[src/rtl/start_screen_anim.sv]
// Start screen for the 96x64 RGB565 OLED: coloured wires, blinking title, wire
// selection cursor and a confirm flash that ends in a one-cycle start_game pulse.
module start_screen_anim #(
    parameter int NUM_WIRES      = 5,
    parameter int WIRE_X0        = 3,
    parameter int WIRE_PITCH     = 6,
    parameter int WIRE_W         = 2,
    parameter int CURSOR_Y0      = 58,
    parameter int BLINK_FRAMES   = 30,
    parameter int CONFIRM_FRAMES = 16
) (
    input  logic        clk,
    input  logic        rst_n,
    input  logic        frame_tick,
    input  logic [6:0]  x,
    input  logic [5:0]  y,
    input  logic        title_px,
    input  logic        btn_left,
    input  logic        btn_right,
    input  logic        btn_start,
    input  logic        restart,
    output logic [15:0] pixel_data,
    output logic [2:0]  sel_wire,
    output logic        start_game,
    output logic        screen_active
);

    typedef enum logic [1:0] {
        ST_ATTRACT,
        ST_SELECT,
        ST_CONFIRM,
        ST_DONE
    } state_t;

    localparam int              CNT_W        = 16;
    localparam logic [CNT_W-1:0] BLINK_LAST   = CNT_W'(BLINK_FRAMES - 1);
    localparam logic [CNT_W-1:0] CONFIRM_LAST = CNT_W'(CONFIRM_FRAMES - 1);
    localparam logic [2:0]       SEL_LAST     = 3'(NUM_WIRES - 1);

    state_t           state_q, state_d;
    logic [2:0]       sel_wire_q, sel_wire_d;
    logic [CNT_W-1:0] blink_cnt_q, blink_cnt_d;
    logic [CNT_W-1:0] frame_cnt_q, frame_cnt_d;
    logic             title_visible_q, title_visible_d;
    logic             btn_left_q, btn_right_q, btn_start_q;
    logic [15:0]      pixel_data_q, pixel_data_d;
    logic             start_game_q, start_game_d;
    logic             screen_active_q, screen_active_d;

    logic             left_edge, right_edge, start_edge, any_edge;
    logic             hit_valid, sel_hit, cursor_row;
    logic [2:0]       hit_idx;

    function automatic logic [15:0] wire_colour(input logic [2:0] idx);
        case (idx)
            3'd0:    return 16'hFC0D;
            3'd1:    return 16'hF800;
            3'd2:    return 16'h001F;
            3'd3:    return 16'hFD20;
            3'd4:    return 16'h07E0;
            3'd5:    return 16'hFFE0;
            3'd6:    return 16'h07FF;
            default: return 16'h801F;
        endcase
    endfunction

    function automatic logic in_wire(input logic [6:0] px, input int idx);
        int left;
        left = WIRE_X0 + idx * WIRE_PITCH;
        return (int'(px) >= left) && (int'(px) <= left + WIRE_W - 1);
    endfunction

    assign left_edge  = btn_left  & ~btn_left_q;
    assign right_edge = btn_right & ~btn_right_q;
    assign start_edge = btn_start & ~btn_start_q;
    assign any_edge   = left_edge | right_edge | start_edge;

    // Pixel path: lowest-index wire wins if wires ever overlap.
    always_comb begin
        hit_valid = 1'b0;
        hit_idx   = 3'd0;
        for (int i = NUM_WIRES - 1; i >= 0; i--) begin
            if (in_wire(x, i)) begin
                hit_valid = 1'b1;
                hit_idx   = 3'(i);
            end
        end
        sel_hit    = in_wire(x, int'(sel_wire_q));
        cursor_row = int'(y) >= CURSOR_Y0;

        pixel_data_d = 16'h0000;
        if (state_q == ST_DONE) begin
            pixel_data_d = 16'h0000;
        end else if (title_px && title_visible_q) begin
            pixel_data_d = 16'hFFFF;
        end else if (state_q == ST_SELECT && sel_hit && cursor_row) begin
            pixel_data_d = 16'hFFFF;
        end else if (state_q == ST_CONFIRM && sel_hit) begin
            pixel_data_d = frame_cnt_q[2] ? 16'h0000 : wire_colour(sel_wire_q);
        end else if (hit_valid) begin
            pixel_data_d = wire_colour(hit_idx);
        end
    end

    always_comb begin
        state_d         = state_q;
        sel_wire_d      = sel_wire_q;
        blink_cnt_d     = blink_cnt_q;
        frame_cnt_d     = frame_cnt_q;
        title_visible_d = title_visible_q;
        start_game_d    = 1'b0;

        case (state_q)
            ST_ATTRACT: begin
                if (frame_tick) begin
                    if (blink_cnt_q == BLINK_LAST) begin
                        blink_cnt_d     = '0;
                        title_visible_d = ~title_visible_q;
                    end else begin
                        blink_cnt_d = blink_cnt_q + CNT_W'(1);
                    end
                end
                // The waking press only leaves attract mode; it does not move the cursor.
                if (any_edge) begin
                    state_d         = ST_SELECT;
                    title_visible_d = 1'b1;
                end
            end
            ST_SELECT: begin
                if (start_edge) begin
                    state_d     = ST_CONFIRM;
                    frame_cnt_d = '0;
                end else if (right_edge && !left_edge) begin
                    sel_wire_d = (sel_wire_q == SEL_LAST) ? 3'd0 : sel_wire_q + 3'd1;
                end else if (left_edge && !right_edge) begin
                    sel_wire_d = (sel_wire_q == 3'd0) ? SEL_LAST : sel_wire_q - 3'd1;
                end
            end
            ST_CONFIRM: begin
                if (frame_tick) begin
                    if (frame_cnt_q == CONFIRM_LAST) begin
                        start_game_d = 1'b1;
                        state_d      = ST_DONE;
                    end else begin
                        frame_cnt_d = frame_cnt_q + CNT_W'(1);
                    end
                end
            end
            default: begin
                if (restart) begin
                    state_d         = ST_ATTRACT;
                    blink_cnt_d     = '0;
                    frame_cnt_d     = '0;
                    title_visible_d = 1'b1;
                end
            end
        endcase

        screen_active_d = (state_d != ST_DONE);
    end

    always_ff @(posedge clk) begin
        if (!rst_n) begin
            state_q         <= ST_ATTRACT;
            sel_wire_q      <= 3'd0;
            blink_cnt_q     <= '0;
            frame_cnt_q     <= '0;
            title_visible_q <= 1'b1;
            btn_left_q      <= 1'b0;
            btn_right_q     <= 1'b0;
            btn_start_q     <= 1'b0;
            pixel_data_q    <= 16'h0000;
            start_game_q    <= 1'b0;
            screen_active_q <= 1'b1;
        end else begin
            state_q         <= state_d;
            sel_wire_q      <= sel_wire_d;
            blink_cnt_q     <= blink_cnt_d;
            frame_cnt_q     <= frame_cnt_d;
            title_visible_q <= title_visible_d;
            btn_left_q      <= btn_left;
            btn_right_q     <= btn_right;
            btn_start_q     <= btn_start;
            pixel_data_q    <= pixel_data_d;
            start_game_q    <= start_game_d;
            screen_active_q <= screen_active_d;
        end
    end

    assign pixel_data    = pixel_data_q;
    assign sel_wire      = sel_wire_q;
    assign start_game    = start_game_q;
    assign screen_active = screen_active_q;

endmodule

[config.mk]
export PLATFORM = sky130hd
export DESIGN_NAME = start_screen_anim
export DESIGN_NICKNAME = d
export VERILOG_FILES = /design/src/rtl/start_screen_anim.sv
export SDC_FILE = /design/constraint.sdc
export NUM_CORES = 1
export LEC_CHECK = 0
export CORE_AREA = 2 2 89 91
export DETAILED_ROUTE_END_ITERATION = 8
export DIE_AREA = 0 0 91 93
export PLACE_DENSITY = 0.68
export SYNTH_ARGS = -nofsm -noshare
export SYNTH_HDL_FRONTEND = slang
export SYNTH_SLANG_ARGS = --single-unit
[constraint.sdc]
create_clock -name clk -period 6.6 [get_ports clk]
set_clock_uncertainty 0.1 [all_clocks]
set_input_delay 0.99 -clock clk [delete_from_list [all_inputs] [get_ports clk]]
set_output_delay 0.99 -clock clk [all_outputs]
set_load 0.05 [all_outputs]
==> After elaboration in Yosys (flattened, before gate mapping) <==
Cells that the tools add are included.
{ "word_totals": {"regBits": 59, "elab_cells": 137, "out_inout_bits": 21} }
{ "classes": {"reduce_logical": 27, "multipliers": 1, "n_lt_le_gt_ge": 13, "add_sub_neg": 7, "eq_ne": 24, "n_bitwise": 13, "mux": 41} }
{ "op_table": {"columns": ["op", "n"], "rows": [
  ["16-bit one-hot mux with 7 select lines", 2],
  ["16-bit two-way mux", 11],
  ["16-bit one-hot mux with 3 select lines", 1],
  ["16-bit by 1-bit adder with 16-bit output (second input constant)", 2],
  ["16-bit one-hot mux with 2 select lines", 1],
  ["3-bit two-way mux", 9],
  ["7-bit by 5-bit less-or-equal comparator with 1-bit output (second input constant)", 3],
  ["3-bit == test (second input constant)", 6],
  ["16-bit by 4-bit == test with 1-bit output (second input constant)", 1],
  ["16-bit by 5-bit == test with 1-bit output (second input constant)", 1],
  ["7-bit by 4-bit >= comparator with 1-bit output (second input constant)", 2],
  ["7-bit by 5-bit >= comparator with 1-bit output (second input constant)", 2],
  ["3-bit by 2-bit == test with 1-bit output (second input constant)", 4],
  ["1-bit logical AND", 12],
  ["1-bit two-way mux", 10],
  ["2-bit two-way mux", 5],
  ["2-bit != test (second input constant)", 5],
  ["8-bit by 9-bit less-or-equal comparator with 1-bit output", 1],
  ["3-bit AND reduction", 3],
  ["8-bit by 1-bit subtractor with 9-bit output (second input constant)", 1],
  ["7-bit by 2-bit adder with 8-bit output (second input constant)", 1],
  ["1-bit inverter", 8],
  ["2-bit by 6-bit adder with 7-bit output (first input constant)", 1],
  ["7-bit by 2-bit >= comparator with 1-bit output (second input constant)", 1],
  ["23 further kinds", 33]
]} }

==> Depth between registers and ports, before layout <==
{ "depth": {"word_depth": 13, "mapped_depth": 12, "mapped_depth_nobuf": 12} }

==> Worst setup path before layout <==
Ideal clock, no wire load.
{ "synth_timing": {"path_kind": "register -> register", "start": "register sel_wire_q[0], in the netlist sel_wire[0]", "end": "register pixel_data_q[10], in the netlist pixel_data[10]", "synth_period_minus_slack_ns": 3.812, "arrival_ns": 3.554, "path_slack_ns": 2.788, "n_path_buf": 0, "path_stages_with_launch": 11, "setup_ns": 0.158, "required_time_ns": 6.342, "path_cell_list": "dfxtp_1 -> ha_1 -> fa_1 -> nand3_1 -> xnor2_1 -> inv_1 -> ha_1 -> a2111oi_0 -> a21oi_1 -> a31oi_1 -> o311ai_0"} }
{ "synth_between": {"elab_chain_len": 10, "elab_cells_between_ends": 22, "classes_between": "add/sub (3); mul (1); order compare (2); eq/ne (6); mux (5); reduce/logical (5)"} }
{ "synth_rtl": {"columns": ["item", "line", "rtl"], "rows": [
  ["start: declaration", "41", "logic [2:0] sel_wire_q, sel_wire_d;"],
  ["start signal: assignment", "177", "sel_wire_q <= sel_wire_d;"],
  ["3-bit by 2-bit multiplier with 5-bit output", "69", "left = WIRE_X0 + idx * WIRE_PITCH;"],
  ["2-bit by 6-bit adder with 7-bit output", "69", null],
  ["7-bit by 2-bit adder with 8-bit output", "70", "return (int'(px) >= left) && (int'(px) <= left + WIRE_W - 1);"],
  ["8-bit by 1-bit subtractor with 9-bit output", "70", null],
  ["8-bit by 9-bit less-or-equal comparator with 1-bit output", "70", null],
  ["1-bit logical AND", "70", null],
  ["1-bit logical AND, on equally long branches", "98, 96", null],
  ["16-bit two-way mux or 1-bit logical AND (tied branches)", "98, 96", null],
  ["16-bit two-way mux (*)", "96", "end else if (state_q == ST_SELECT && sel_hit && cursor_row) begin"],
  ["16-bit two-way mux (*)", "94", "end else if (title_px && title_visible_q) begin"],
  ["end signal: assignment", "184", "pixel_data_q <= pixel_data_d;"],
  ["end: declaration", "46", "logic [15:0] pixel_data_q, pixel_data_d;"]
]} }
Every way passes the cells marked *; elsewhere a longest branch is shown, timed or not.
A chain may end at the register's enable or synchronous reset.

==> Worst setup path in the final report <==
{ "layout_timing": {"start": "register sel_wire_q[0], in the netlist sel_wire[0]", "end": "register pixel_data_q[14], in the netlist pixel_data[14]"} }
Same word-level chain as after synthesis.

==> flow_summary.toml <==
[floorplan]
die_area_um2 = 8460
ios = 42
rows = 32
core_area_um2 = 7530
die_x_um = 91
start_util = 0.482
die_y_um = 93

[setup_path]
crit_fanout = 13
path_cells = "inv_1 -> ha_1 -> nand3_1 -> xnor2_1 -> inv_1 -> ha_1 -> a2111oi_0 -> a21oi_1 -> a31oi_1 -> o311ai_0"
worstSetupStartpointType = "flip-flop"
cpMaxStageDelayCell = "a2111oi_0"
crit_buf_inv = 2
slowest_delay_ns = 0.73
worstSetupPathType = "reg2reg"
end_kind = "flip-flop"
cp.depth = 10
ff2ff_path_depth = 10
required_ns = 6.63
critical-path-top-delay-family = "compound AO/OA/AOI/OAI gates"
crit_arrival_ns = 4.13

[grt]
grt_usage = 0.188
grt_overflow = 0
grt_start_max_net_pins = 17
first_global_vias = 2912
grt_pass1_wl_mm = 13.4
grt_antenna_before_repair = 0

[detailed_routing]
drt-total-wl_mm = 7.78
wl_per_cell_um = 14.0
drcViolationCount = 0
viasPerCell = 5.59
routed-via-count = 3106
ant_nets = 0
drt_iter0_markers = 187
firstDrtPassIters = 4

[power_and_ir_drop]
p_clk_frac = 0.199
seqPwrFrac = 0.384
p_comb_frac = 0.417
p_leak_nw = 1.51
netSwitchingPower_mw = 0.352
switching_share = 0.395
p_per_area_nw_per_um2 = 218
p_int_mw = 0.539
peakVddDrop_v = 0.000113

[final_layout]
diodes = 0
area_delta_synth_final_pct = 12.5
fin_cells = 556
mostFrequentLayoutCell = "dfxtp_1"
nets = 511
n_fill_cell = 746
layout_common_cells = "50 x dfxtp_1, 40 x clkdlybuf4s50_1, 37 x nor2_1, 33 x ha_1, 27 x nand2_1"
drive_above_1_share = 0.0485

[yosys]
ys_seq_area_frac = 0.276
synth_cell_types = 63
avgSynthCellArea_um2 = 8.38
synth_cells = 433
ys_ff_latch = 50
async_reset_ff_frac = 0
synth_nets = 489
ys.warnings.count = 0
syn_area_um2 = 3630
synthFlopType = "dfxtp_1"
synth_edf_count = 0

[sta]
period_needed_ns = 4.10
finalMaxSlewViolations = 0
finalHoldViolCount = 0
setup_slack_ns = 2.50
max_freq_ghz = 0.244
rsz0062_at_grt = "no"
hold_ws_ns = 0.397
period_share = 0.621
final.setup.tns_ns = 0
setup_viol = 0
worst_pin_slew_ns = 0.791
relSlewSlack = 0.459

[run]
cap_violations = 0

[status]
status = "finished, final reports clean"

[placement]
dp_slack_ns = 2.50
gp_congestion = 0.851
port-buffer-count = 40
hpwlAfterDp_mm = 5.83
dp.cells = 550

[cts]
h-tree-depth = 2
cts_sinks = 50
cts_setup_buffers = 0
cts_buffer_depth = 2
ctsHoldBuffers = 0
clk_pin_slew_ns = 0.09
numCtsBuffers = 5
cts_resized = 0
cts_tree = "done"
cts_root_buffer = "clkbuf_8"
clock_latency_ns = 0.30

[min_path]
hold_class = "reg2reg"
hold_depth = 2
metrics by stage:
step / instance area, um2 / power (mW) / utilization
floorplan: 3630 / 0.646 / -
global placement: 4000 / 0.710 / 0.531
detailed placement: 4000 / 0.716 / 0.531
CTS: 4080 / 0.894 / 0.542
global route: 4080 / 0.945 / 0.542
finish: 4080 / 0.890 / 0.542
cells in the mapped netlist, drive strengths merged (2+ instances only):
| library cell | n | area share |
|---|---|---|
| a2111oi | 3 | 0.012 |
| a211o | 2 | 0.0048 |
| a211oi | 7 | 0.018 |
| a21o | 2 | 0.0041 |
| a21oi | 24 | 0.034 |
| a31oi | 3 | 0.0052 |
| and2 | 5 | 0.0086 |
| and3 | 9 | 0.016 |
| and3b | 3 | 0.0072 |
| and4 | 3 | 0.0072 |
| buf | 15 | 0.033 |
| clkbuf | 10 | 0.010 |
| dfxtp | 50 | 0.28 |
| fa | 2 | 0.011 |
| ha | 33 | 0.11 |
| inv | 18 | 0.019 |
| mux2i | 8 | 0.022 |
| nand2 | 29 | 0.031 |
| nand2b | 9 | 0.018 |
| nand3 | 17 | 0.023 |
| nand4 | 16 | 0.028 |
| nor2 | 37 | 0.038 |
| nor2b | 5 | 0.0086 |
| nor3 | 14 | 0.021 |
| nor3b | 4 | 0.0083 |
| nor4 | 4 | 0.0069 |
| o2111ai | 2 | 0.0048 |
| o211ai | 5 | 0.010 |
| o21a | 5 | 0.010 |
| o21ai | 21 | 0.029 |
| o22ai | 2 | 0.0034 |
| o311ai | 5 | 0.012 |
| o31ai | 5 | 0.010 |
| o41ai | 3 | 0.012 |
| or2 | 3 | 0.0052 |
| or3 | 9 | 0.016 |
| or4 | 4 | 0.0093 |
| xnor2 | 12 | 0.029 |
| xor2 | 13 | 0.031 |
power groups by stage:
| stage | logic [mW] | registers, mW | clock network [mW] |
|---|---|---|---|
| final | 0.371 | 0.341 | 0.177 |
| after detailed placement | 0.368 | 0.348 | 0 |
| after floorplan | 0.275 | 0.371 | 0 |
| after global placement | 0.363 | 0.347 | 0 |
| after CTS | 0.370 | 0.341 | 0.183 |
| after global routing | 0.406 | 0.345 | 0.194 |
cells by family after synthesis:
| logic type | synth area share |
|---|---|
| XOR/XNOR | 0.0604 |
| buffers and inverters | 0.0621 |
| flip-flops | 0.276 |
| AND/OR/NAND/NOR | 0.266 |
| AO/OA/AOI/OAI | 0.189 |
| multiplexers | 0.0221 |
| adder cells (fa/ha/maj) | 0.125 |
final timing paths:
check	from	end	slack, ns
min	blink_cnt_q[15]	blink_cnt_q[15]	0.40
max reg2reg	sel_wire[0]	pixel_data[14]	2.50
min reg2reg	blink_cnt_q[15]	blink_cnt_q[15]	0.40
max	sel_wire[0]	pixel_data[14]	2.50
sequential cells by signal (all words and copies together) (netlist names):
register         flops
title_visible_q      1
screen_active        1
btn_start_q          1
sel_wire             3
btn_left_q           1
pixel_data           7
btn_right_q          1
state_q              2
blink_cnt_q         16
frame_cnt_q         16
start_game           1
final cells by class:
type                       count  area, um2  area share
multi-input combinational    340       2400       0.588
sequential                    50       1000       0.245
timing repair buffer          40        400      0.0981
tap                          102        128      0.0313
clock buffer                   6       82.6      0.0202
inverter                      18       67.6      0.0166
worst reg2reg max path, stage by stage (launching register included):
cell       delay [ns]
dfxtp_1          0.65
inv_1            0.22
ha_1             0.46
nand3_1          0.15
xnor2_1          0.38
inv_1            0.08
ha_1             0.31
a2111oi_0        0.73
a21oi_1          0.16
a31oi_1          0.45
o311ai_0         0.25
metal layers:
metal  vias to the layer above  track usage  share of wire
met5                         -            0              0
met4                         0       0.0404         0.0067
met3                         7       0.0363          0.042
met2                        66        0.299           0.43
met1                      1420        0.266           0.52
li1                       1613            -              -
Note: power is estimated with default switching activity, not from simulation.
